===== src/rtl/mbox_pkg.sv =====
// -----------------------------------------------------------------------------
// mbox_pkg
// Shared definitions for the MBOX request arbiter: FSM state encoding, MBOX_SRC
// codes, EBOX/MBOX function-bit indices, bus widths and the default watchdog
// limit. Imported by mbox_arb_if, mbox_arb_pick and mbox_arb.
// -----------------------------------------------------------------------------
package mbox_pkg;

  localparam int ADR_W  = 22;
  localparam int FUNC_W = 4;

  // Function bit positions within {LOAD_AR, LOAD_ARX, PAUSE, WRITE}
  localparam int FUNC_WRITE    = 0;
  localparam int FUNC_PAUSE    = 1;
  localparam int FUNC_LOAD_ARX = 2;
  localparam int FUNC_LOAD_AR  = 3;

  // MBOX_SRC codes
  localparam logic [1:0] SRC_NONE = 2'd0;
  localparam logic [1:0] SRC_EBOX = 2'd1;
  localparam logic [1:0] SRC_CHAN = 2'd2;
  localparam logic [1:0] SRC_SWP  = 2'd3;

  localparam int unsigned DEFAULT_TIMEOUT = 255;

  typedef enum logic [1:0] {
    S_IDLE  = 2'd0,
    S_REQ   = 2'd1,
    S_WAIT  = 2'd2,
    S_PAUSE = 2'd3
  } state_t;

  // Channel requests only ever load AR (read) or write.
  function automatic logic [FUNC_W-1:0] chan_func(input logic write);
    logic [FUNC_W-1:0] f;
    f               = '0;
    f[FUNC_LOAD_AR] = ~write;
    f[FUNC_WRITE]   = write;
    return f;
  endfunction

endpackage


===== src/rtl/mbox_arb_if.sv =====
// -----------------------------------------------------------------------------
// mbox_arb_if
// Bundles the requester side (EBOX, CHAN, SWP), the MBOX side and the error
// status of the MBOX arbiter.
//   slave  : arbiter view (requests/MBOX handshakes in, MBOX cycle + pulses out)
//   master : environment view (drives requests and MBOX_ACK/DONE/NXM_CLR)
// Signals:
//   ebox_req/ebox_func/ebox_adr, chan_req/chan_write/chan_adr, swp_req/swp_adr
//   mbox_req/mbox_func/mbox_adr/mbox_src, mbox_ack/mbox_done
//   ebox_done/chan_done/swp_done, mb_wait, nxm_err/nxm_clr
// -----------------------------------------------------------------------------
interface mbox_arb_if;
  import mbox_pkg::*;

  logic              ebox_req;
  logic [FUNC_W-1:0] ebox_func;
  logic [ADR_W-1:0]  ebox_adr;
  logic              chan_req;
  logic              chan_write;
  logic [ADR_W-1:0]  chan_adr;
  logic              swp_req;
  logic [ADR_W-1:0]  swp_adr;

  logic              mbox_req;
  logic [FUNC_W-1:0] mbox_func;
  logic [ADR_W-1:0]  mbox_adr;
  logic [1:0]        mbox_src;
  logic              mbox_ack;
  logic              mbox_done;

  logic              ebox_done;
  logic              chan_done;
  logic              swp_done;
  logic              mb_wait;
  logic              nxm_err;
  logic              nxm_clr;

  modport slave (
    input  ebox_req, ebox_func, ebox_adr,
    input  chan_req, chan_write, chan_adr,
    input  swp_req, swp_adr,
    input  mbox_ack, mbox_done, nxm_clr,
    output mbox_req, mbox_func, mbox_adr, mbox_src,
    output ebox_done, chan_done, swp_done, mb_wait, nxm_err
  );

  modport master (
    output ebox_req, ebox_func, ebox_adr,
    output chan_req, chan_write, chan_adr,
    output swp_req, swp_adr,
    output mbox_ack, mbox_done, nxm_clr,
    input  mbox_req, mbox_func, mbox_adr, mbox_src,
    input  ebox_done, chan_done, swp_done, mb_wait, nxm_err
  );
endinterface


===== src/rtl/mbox_arb_pick.sv =====
// -----------------------------------------------------------------------------
// mbox_arb_pick
// Combinational winner select for the MBOX arbiter. Produces the winning
// source code together with the function and address to latch.
// Ports:
//   last_chan  in  (only with MBOX_ARB_RR_EN) CHAN won the last CHAN/EBOX contention
//   lock       in  read-pause-write lock active: only EBOX may win
//   chan_*/ebox_*/swp_*  in  requester inputs
//   src/func/adr         out winner (src = SRC_NONE when nobody requests)
// Build option: MBOX_ARB_RR_EN selects CHAN/EBOX round-robin; SWP stays lowest.
// -----------------------------------------------------------------------------
module mbox_arb_pick
  import mbox_pkg::*;
(
`ifdef MBOX_ARB_RR_EN
  input  logic              last_chan,
`endif
  input  logic              lock,
  input  logic              chan_req,
  input  logic              chan_write,
  input  logic [ADR_W-1:0]  chan_adr,
  input  logic              ebox_req,
  input  logic [FUNC_W-1:0] ebox_func,
  input  logic [ADR_W-1:0]  ebox_adr,
  input  logic              swp_req,
  input  logic [ADR_W-1:0]  swp_adr,
  output logic [1:0]        src,
  output logic [FUNC_W-1:0] func,
  output logic [ADR_W-1:0]  adr
);

  logic chan_ok;
  logic swp_ok;
  logic chan_first;

  assign chan_ok = chan_req & ~lock;
  assign swp_ok  = swp_req & ~lock;

  // In round-robin mode the loser of the previous contention goes first.
`ifdef MBOX_ARB_RR_EN
  assign chan_first = ~last_chan;
`else
  assign chan_first = 1'b1;
`endif

  always_comb begin
    src  = SRC_NONE;
    func = '0;
    adr  = '0;
    if (chan_ok && (chan_first || !ebox_req)) begin
      src  = SRC_CHAN;
      func = chan_func(chan_write);
      adr  = chan_adr;
    end else if (ebox_req) begin
      src  = SRC_EBOX;
      func = ebox_func;
      adr  = ebox_adr;
    end else if (swp_ok) begin
      src  = SRC_SWP;
      func = '0;
      adr  = swp_adr;
    end
  end

endmodule


===== src/rtl/mbox_arb.sv =====
// -----------------------------------------------------------------------------
// mbox_arb
// Arbitrates EBOX, channel and cache-sweep requests onto the single MBOX
// request port, tracks the MBOX cycle, returns one-cycle DONE pulses to the
// requester, implements the EBOX read-pause-write lock and an MBOX response
// watchdog with a sticky NXM error.
// Parameters:
//   TIMEOUT  watchdog limit in clk cycles (8-bit counter, <= 255)
// Ports:
//   clk    in  clock, all state on posedge
//   rst_n  in  asynchronous active-low reset
//   bus    mbox_arb_if.slave (requests, MBOX handshake, DONE pulses, MB_WAIT,
//          NXM_ERR/NXM_CLR)
// Build option: MBOX_ARB_RR_EN enables CHAN/EBOX round-robin with a last-grant
// flop; without it CHAN > EBOX > SWP fixed priority.
// -----------------------------------------------------------------------------
module mbox_arb
  import mbox_pkg::*;
#(
  parameter int unsigned TIMEOUT = DEFAULT_TIMEOUT
) (
  input logic       clk,
  input logic       rst_n,
  mbox_arb_if.slave bus
);

  localparam logic [7:0] WD_LIMIT = 8'(TIMEOUT);

  state_t            state_q, state_d;
  logic [FUNC_W-1:0] func_q, func_d;
  logic [ADR_W-1:0]  adr_q, adr_d;
  logic [1:0]        src_q, src_d;
  logic [7:0]        cnt_q, cnt_d;
  logic              lock_q, lock_d;
  logic              nxm_q;
  logic              cyc_done;
  logic              wd_expired;
  logic              ebox_done_w;

  logic [1:0]        pick_src;
  logic [FUNC_W-1:0] pick_func;
  logic [ADR_W-1:0]  pick_adr;

`ifdef MBOX_ARB_RR_EN
  logic last_chan_q;

  // Remember who won the last genuine CHAN/EBOX contention in IDLE.
  always_ff @(posedge clk or negedge rst_n) begin
    if (!rst_n) begin
      last_chan_q <= 1'b0;
    end else if (state_q == S_IDLE && bus.chan_req && bus.ebox_req) begin
      last_chan_q <= (pick_src == SRC_CHAN);
    end
  end
`endif

  mbox_arb_pick u_pick (
`ifdef MBOX_ARB_RR_EN
    .last_chan  (last_chan_q),
`endif
    .lock       (state_q == S_PAUSE),
    .chan_req   (bus.chan_req),
    .chan_write (bus.chan_write),
    .chan_adr   (bus.chan_adr),
    .ebox_req   (bus.ebox_req),
    .ebox_func  (bus.ebox_func),
    .ebox_adr   (bus.ebox_adr),
    .swp_req    (bus.swp_req),
    .swp_adr    (bus.swp_adr),
    .src        (pick_src),
    .func       (pick_func),
    .adr        (pick_adr)
  );

  // The watchdog fires in the cycle the counter reads TIMEOUT, i.e. after
  // TIMEOUT full cycles in REQ or WAIT. MBOX_DONE in that same cycle takes the
  // normal completion path, so no error is raised. The lock is held across
  // non-write EBOX cycles and dropped by a completed write or a timeout.
  always_comb begin
    state_d    = state_q;
    func_d     = func_q;
    adr_d      = adr_q;
    src_d      = src_q;
    lock_d     = lock_q;
    cnt_d      = '0;
    cyc_done   = 1'b0;
    wd_expired = 1'b0;

    case (state_q)
      S_IDLE, S_PAUSE: begin
        if (pick_src != SRC_NONE) begin
          func_d  = pick_func;
          adr_d   = pick_adr;
          src_d   = pick_src;
          state_d = S_REQ;
        end
      end
      S_REQ: begin
        if (bus.mbox_ack) begin
          state_d = S_WAIT;
        end else if (cnt_q == WD_LIMIT) begin
          wd_expired = 1'b1;
        end
      end
      S_WAIT: begin
        if (bus.mbox_done) begin
          cyc_done = 1'b1;
          if (func_q[FUNC_WRITE]) begin
            lock_d = 1'b0;
          end else if (src_q == SRC_EBOX && func_q[FUNC_PAUSE]) begin
            lock_d = 1'b1;
          end
          state_d = lock_d ? S_PAUSE : S_IDLE;
        end else if (cnt_q == WD_LIMIT) begin
          wd_expired = 1'b1;
        end
      end
      default: state_d = S_IDLE;
    endcase

    if (wd_expired) begin
      cyc_done = 1'b1;
      lock_d   = 1'b0;
      state_d  = S_IDLE;
    end

    if (state_d != state_q) begin
      cnt_d = '0;
    end else if (state_q == S_REQ || state_q == S_WAIT) begin
      cnt_d = cnt_q + 8'd1;
    end
  end

  always_ff @(posedge clk or negedge rst_n) begin
    if (!rst_n) begin
      state_q <= S_IDLE;
      func_q  <= '0;
      adr_q   <= '0;
      src_q   <= SRC_NONE;
      cnt_q   <= '0;
      lock_q  <= 1'b0;
      nxm_q   <= 1'b0;
    end else begin
      state_q <= state_d;
      func_q  <= func_d;
      adr_q   <= adr_d;
      src_q   <= src_d;
      cnt_q   <= cnt_d;
      lock_q  <= lock_d;
      if (wd_expired) begin
        nxm_q <= 1'b1;
      end else if (bus.nxm_clr) begin
        nxm_q <= 1'b0;
      end
    end
  end

  // MBOX_REQ and the DONE pulses decode the state directly so that reset
  // removes them immediately, without waiting for a clock edge.
  assign ebox_done_w   = cyc_done && (src_q == SRC_EBOX);
  assign bus.ebox_done = ebox_done_w;
  assign bus.chan_done = cyc_done && (src_q == SRC_CHAN);
  assign bus.swp_done  = cyc_done && (src_q == SRC_SWP);
  assign bus.mbox_req  = (state_q == S_REQ);
  assign bus.mbox_func = func_q;
  assign bus.mbox_adr  = adr_q;
  assign bus.mbox_src  = src_q;
  assign bus.mb_wait   = bus.ebox_req & ~ebox_done_w;
  assign bus.nxm_err   = nxm_q;

endmodule


===== src/flat_wrapper.sv =====
// flat-port wrapper written by rule: the top's interface ports become plain ports
module mbox_arb_flat import mbox_pkg::*;
#(
  parameter int unsigned TIMEOUT = DEFAULT_TIMEOUT
)
  (clk, rst_n, bus_ebox_req, bus_ebox_func, bus_ebox_adr, bus_chan_req, bus_chan_write, bus_chan_adr, bus_swp_req, bus_swp_adr, bus_mbox_ack, bus_mbox_done, bus_nxm_clr, bus_mbox_req, bus_mbox_func, bus_mbox_adr, bus_mbox_src, bus_ebox_done, bus_chan_done, bus_swp_done, bus_mb_wait, bus_nxm_err);
  mbox_arb_if bus_i ();
  input logic clk;
  input logic rst_n;
  input wire logic [$bits(bus_i.ebox_req)-1:0] bus_ebox_req;
  input wire logic [$bits(bus_i.ebox_func)-1:0] bus_ebox_func;
  input wire logic [$bits(bus_i.ebox_adr)-1:0] bus_ebox_adr;
  input wire logic [$bits(bus_i.chan_req)-1:0] bus_chan_req;
  input wire logic [$bits(bus_i.chan_write)-1:0] bus_chan_write;
  input wire logic [$bits(bus_i.chan_adr)-1:0] bus_chan_adr;
  input wire logic [$bits(bus_i.swp_req)-1:0] bus_swp_req;
  input wire logic [$bits(bus_i.swp_adr)-1:0] bus_swp_adr;
  input wire logic [$bits(bus_i.mbox_ack)-1:0] bus_mbox_ack;
  input wire logic [$bits(bus_i.mbox_done)-1:0] bus_mbox_done;
  input wire logic [$bits(bus_i.nxm_clr)-1:0] bus_nxm_clr;
  output wire logic [$bits(bus_i.mbox_req)-1:0] bus_mbox_req;
  output wire logic [$bits(bus_i.mbox_func)-1:0] bus_mbox_func;
  output wire logic [$bits(bus_i.mbox_adr)-1:0] bus_mbox_adr;
  output wire logic [$bits(bus_i.mbox_src)-1:0] bus_mbox_src;
  output wire logic [$bits(bus_i.ebox_done)-1:0] bus_ebox_done;
  output wire logic [$bits(bus_i.chan_done)-1:0] bus_chan_done;
  output wire logic [$bits(bus_i.swp_done)-1:0] bus_swp_done;
  output wire logic [$bits(bus_i.mb_wait)-1:0] bus_mb_wait;
  output wire logic [$bits(bus_i.nxm_err)-1:0] bus_nxm_err;
  assign bus_i.ebox_req = bus_ebox_req;
  assign bus_i.ebox_func = bus_ebox_func;
  assign bus_i.ebox_adr = bus_ebox_adr;
  assign bus_i.chan_req = bus_chan_req;
  assign bus_i.chan_write = bus_chan_write;
  assign bus_i.chan_adr = bus_chan_adr;
  assign bus_i.swp_req = bus_swp_req;
  assign bus_i.swp_adr = bus_swp_adr;
  assign bus_i.mbox_ack = bus_mbox_ack;
  assign bus_i.mbox_done = bus_mbox_done;
  assign bus_i.nxm_clr = bus_nxm_clr;
  assign bus_mbox_req = bus_i.mbox_req;
  assign bus_mbox_func = bus_i.mbox_func;
  assign bus_mbox_adr = bus_i.mbox_adr;
  assign bus_mbox_src = bus_i.mbox_src;
  assign bus_ebox_done = bus_i.ebox_done;
  assign bus_chan_done = bus_i.chan_done;
  assign bus_swp_done = bus_i.swp_done;
  assign bus_mb_wait = bus_i.mb_wait;
  assign bus_nxm_err = bus_i.nxm_err;
  mbox_arb #(.TIMEOUT(TIMEOUT)) u_core (.clk(clk), .rst_n(rst_n), .bus(bus_i));
endmodule

===== config.mk =====
export PLATFORM = sky130hd
export DESIGN_NAME = mbox_arb_flat
export DESIGN_NICKNAME = d
export VERILOG_FILES = /design/src/rtl/mbox_pkg.sv /design/src/rtl/mbox_arb_if.sv /design/src/rtl/mbox_arb_pick.sv /design/src/rtl/mbox_arb.sv /design/src/flat_wrapper.sv
export SDC_FILE = /design/constraint.sdc
export NUM_CORES = 1
export LEC_CHECK = 0
export ABC_AREA = 1
export CAP_MARGIN = 20
export CORE_ASPECT_RATIO = 1.2
export CORE_UTILIZATION = 39
export DETAILED_ROUTE_END_ITERATION = 16
export PLACE_DENSITY = 0.77
export SLEW_MARGIN = 20
export SYNTH_ARGS = -nofsm -noshare
export SYNTH_HDL_FRONTEND = slang
export SYNTH_HIERARCHICAL = 1
export SYNTH_SLANG_ARGS = --single-unit

===== constraint.sdc =====
create_clock -name clk -period 2.38 [get_ports clk]
set_clock_uncertainty 0.15 [all_clocks]
set_input_delay 0.476 -clock clk [delete_from_list [all_inputs] [get_ports clk]]
set_output_delay 0.476 -clock clk [all_outputs]
set_load 0.01 [all_outputs]

After elaboration in Yosys (flattened, before gate mapping) --
Index checks and enable logic that the tools add are counted.
Word-level totals: register bits 40, input port bits 79, logic and storage cells 67
Operators by class: $add $sub $neg 1, equal/unequal tests 8, mux-type cells 32, bitwise operators 6, reduce and logical (&&, ||, !) cells 13
Operators by type and width (number):
- 2-to-1 mux 22 bit | 3
- 2-to-1 mux 2 bit | 8
- 2-to-1 mux 8 bit | 2
- 2-to-1 mux 1 bit | 15
- adder 8 x 1 -> 8 bit, second input constant | 1
- == test 2 bit, second input constant | 4
- == test 8 bit, second input constant | 1
- 2-to-1 mux 4 bit | 2
- nonzero test 2 bit | 4
- one-hot mux 2 bit (3 select lines) | 1
- == test 2 x 1 -> 1 bit, second input constant | 2
- logical AND 1 bit | 4
- AND reduction 2 bit | 2
- AND 1 bit | 3
- NOT 1 bit | 3
- logical NOT 2 bit | 1
- inequality test 2 bit | 1
- one-hot mux 1 bit (2 select lines) | 1
- OR reduction 2 bit | 1
- logical OR 1 bit | 1

Logic depth before layout (Yosys ltp) --
depth after elaboration 12, gate-level depth with buffers 16, gate-level depth less buffers 15

Modules after synthesis --
The synthesis kept the hierarchy.
Modules (own cells, without submodules):
- mbox_arb | times used 1, cells each 229, area each 1888.1 µm², sequential area each 1001.0 µm²
- mbox_arb_pick | times used 1, cells each 163, area each 783.3 µm², sequential area each 0.0 µm²

Least setup slack after synthesis --
No wires, ideal clock.
kind register to output, start point reg u_core.state_q[0], end point out bus_mb_wait, arrival 1660 ps, setup slack 94 ps, cell stages (with the launch flop) 10, path buffers 1, cell sequence dfrtp_1 inv_1 ha_1 buf_4 nor2_4 nand4_1 nand2_1 inv_1 nor3_2 nor2_1
Between the ends: longest elaborated chain between the ends 6
Ends and longest elaborated chain:
- start, declared | RTL line mbox_arb.sv:29 | state_t state_q, state_d;
- start signal, assigned | RTL line mbox_arb.sv:144 | state_q <= state_d;
- == test 2 bit or == test 2 x 1 -> 1 bit (tied branches) | RTL line mbox_arb.sv:89 | case (state_q)
- one-hot mux 1 bit (2 select lines) or 2-to-1 mux 1 bit (tied branches) | RTL line mbox_arb.sv:89
- 2-to-1 mux 1 bit (*) | RTL line mbox_arb.sv:121 | if (wd_expired) begin
- logical AND 1 bit (*) | RTL line mbox_arb.sv:160 | assign ebox_done_w = cyc_done && (src_q == SRC_EBOX);
- named net bus_ebox_done | RTL line flat_wrapper.sv:25 | output wire logic [$bits(bus_i.ebox_done)-1:0] bus_ebox_done;
- NOT 1 bit (*) | RTL line mbox_arb.sv:168 | assign bus.mb_wait = bus.ebox_req & ~ebox_done_w;
- AND 1 bit (*) | RTL line mbox_arb.sv:168
- end, declared | RTL line flat_wrapper.sv:28 | output wire logic [$bits(bus_i.mb_wait)-1:0] bus_mb_wait;
The timed path passes the listed nets; every way through them passes the cells marked *.

Final worst setup path --
start point in bus_mbox_done, end point out bus_mb_wait
Between the ends: longest elaborated chain between the ends 6
Ends and longest elaborated chain:
- start, declared | RTL line flat_wrapper.sv:19 | input wire logic [$bits(bus_i.mbox_done)-1:0] bus_mbox_done;
- 2-to-1 mux 1 bit | RTL line mbox_arb.sv:106 | if (bus.mbox_done) begin
- one-hot mux 1 bit (2 select lines) or 2-to-1 mux 1 bit (tied branches) | RTL line mbox_arb.sv:89
- 2-to-1 mux 1 bit (*) | RTL line mbox_arb.sv:121
- logical AND 1 bit (*) | RTL line mbox_arb.sv:160
- NOT 1 bit (*) | RTL line mbox_arb.sv:168
- AND 1 bit (*) | RTL line mbox_arb.sv:168
Every way passes the cells marked *; elsewhere a longest branch is shown, timed or not.

==> impl_metrics.json <==
{
  "leakage_nw": 1.99,
  "rr_worst_depth": 16,
  "grt_pass1_vias": 2843,
  "synth_nets": 475,
  "vias": 2926,
  "h-tree-depth": 2,
  "syn_area_um2": 2670,
  "power_density_nw_per_um2": 1020,
  "r2r-end": "u_core/cnt_q[2]",
  "synthCells": 392,
  "path_class": "in -> out",
  "place_area_um2": 3920,
  "drt-pass1-iter-count": 4,
  "io_buffers": 112,
  "post_drt_wl_per_cell_um": 12.9,
  "grt_pass1_wl_um": 12600,
  "cp_slowest_stage_delay_ns": 0.42,
  "initial_utilization_pct": 40.9,
  "end_kind": "output pin",
  "ctsLongestPathBuffers": 2,
  "cp_slowest_cell": "clkdlybuf4s50_1",
  "arrival_ns": 1.69,
  "seq_area_frac_synth_pct": 37.5,
  "tightestPinTransition_ns": 0.919,
  "fin_nets": 601,
  "mostFrequentLayoutCells": "135 x nand2_1, 106 x clkdlybuf4s50_1, 68 x nand3_1",
  "critPathLaunch": "bus_mbox_done",
  "path_clk_slew_ns": 0.08,
  "max-vdd-ir-drop_uv": 579,
  "gp_congestion": 0.825,
  "synthToLayoutAreaGrowth_pct": 53.1,
  "synth.avg_cell_area_um2": 6.81,
  "tritoncts": "done",
  "setup_viol": 0,
  "fmax_mhz": 432,
  "cp_num_buf_inv": 4,
  "cp_cell_sequence": "clkdlybuf4s50_1 > inv_1 > nand2_1 > nand2_1 > nand4_1 > nand2_1 > inv_2 > nor3_4 > nor2_1 > buf_2",
  "finalHoldViolCount": 0,
  "grt_usage_pct": 22.4,
  "path_max_fanout": 3,
  "r2r_start": "u_core/state_q[0]",
  "final_cells": 603,
  "grt.overflow.total": 0,
  "cp_top_family": "buffers and inverters",
  "grt_max_degree": 41,
  "drv_cap": 0,
  "drv_slew": 0,
  "worstSkewPairLatency_ns": 0.28,
  "start_kind": "input port",
  "status": "complete, no violations",
  "fin_crit_ns": 2.32,
  "worstPathRequired_ns": 1.75,
  "holdCritPathClass": "in -> async",
  "cts-hold-fix-buffers": 0,
  "wirelength_um": 7790,
  "hpwl_um": 5690,
  "relSlewSlack_pct": 38.8,
  "die-height_um": 92.7,
  "core_um2": 6530,
  "dieArea_um2": 7190,
  "synth_cell_types": 25,
  "antenna_left": 0,
  "drt_iter0_drc": 121,
  "ys_ff_latch": 40,
  "yosysWarnings": 6,
  "drive_gt1_share_pct": 16.2,
  "final_cell_area_um2": 4090,
  "final_common_cell": "nand2_1",
  "rows": 32,
  "whs_ns": 0.170,
  "drc": 0,
  "period_share_pct": 97.3,
  "r2r_slack_ns": 0.12,
  "cts-root-buf": "clkbuf_8",
  "setup_tns_ns": 0,
  "antenna_found_initial": 0,
  "crit_top_cell": "nand2_1",
  "die_w_um": 77.6,
  "clock_sinks": 40,
  "antenna_cells": 0,
  "pin_count": 113,
  "dp_cells": 590,
  "via_per_inst": 4.85,
  "cts_buffers": 5,
  "final_util_pct": 62.7
}
-- worst max-delay path by stage --
stage | to | slack (ns) | cells after the start
2_1_floorplan | bus_mb_wait | 0.09 | 9
3_3_place_gp | bus_mb_wait | -0.27 | 10
3_5_place_dp | bus_swp_done | -0.31 | 9
4_1_cts | bus_chan_done | 0.002 | 8
5_1_grt | bus_mb_wait | -0.02 | 10
6_report | bus_mb_wait | 0.06 | 10
-- routing by layer --
layer  track usage [%]  share of wire (%)  vias to the layer above
met5                 0                  0                        -
met2              42.3                 52                       85
met1              25.0                 41                     1362
met4              6.76                1.7                        0
met3              4.04                4.9                       13
li1                  -                  -                     1466
-- cells in the mapped netlist --
cell type  number  area share (%)
buf_2           6             1.1
a21oi_1        12             2.2
nor3_4          1            0.61
inv_2           1            0.14
buf_4           8             2.2
nor3_1          2            0.37
nor2_4          4             1.7
o21ai_0         7             1.3
nor2_1         29             4.1
nand3_1        69              13
buf_6           4             1.7
o21bai_1        1            0.28
nand4_1         1            0.23
or2_2           1            0.23
inv_1          40             5.6
nor2_2          9             2.1
nor3_2          1            0.37
nand2_2         8             1.9
ha_1            4             1.9
inv_4           4            0.94
dfrtp_1        40              37
nand2_1       135              19
clkbuf_1        1            0.14
o21ai_1         1            0.19
nand2_4         3             1.3
-- metrics by stage --
stage | worst slack, ns | power [W]
floorplan | 0.0945 | 0.00251
global placement | -0.266 | 0.00352
detailed placement | -0.307 | 0.00360
CTS | 0.00239 | 0.00411
global route | -0.0211 | 0.00449
finish | 0.0645 | 0.00416
-- logic make-up after synthesis --
group                      Yosys count  synth area share, %
and+or+nand+nor                    263                 44.7
buffers and inverters               64                 11.9
DFF                                 40                 37.5
AOI/OAI and AO/OA                   21                 4.03
adders and majority gates            4                 1.87
-- sequential cells by signal, indices dropped and copies added (netlist names) --
| signal | count |
|---|---|
| u_core/bus.nxm_err | 1 |
| u_core/bus.mbox_src | 2 |
| u_core/lock_q | 1 |
| u_core/bus.mbox_func | 4 |
| u_core/bus.mbox_adr | 22 |
| u_core/cnt_q | 8 |
| u_core/state_q | 2 |
-- power by group --
group	switching, W	total (W)	internal [W]
combinational	0.00145	0.00263	0.00118
clock	0.000225	0.000424	0.000199
sequential	0.000169	0.00111	0.000939
total	0.00185	0.00416	0.00232
-- layout make-up --
| class | instances | area (µm²) |
|---|---|---|
| clock buffer | 6 | 72.6 |
| clock inverter | 1 | 5.00 |
| fill | 621 | 2440 |
| inverter | 45 | 181 |
| multi-input combinational | 288 | 1420 |
| sequential | 40 | 1000 |
| tap | 85 | 106 |
| timing repair buffer | 138 | 1300 |
-- repair_timing --
item	CTS	global route
endpoints found under the hold margin	0	0
setup buffers	4	2
resized for setup	20	14
endpoints found under the setup margin	4	12
pin swaps	0	6
Note: power is estimated with default switching activity, not from simulation.
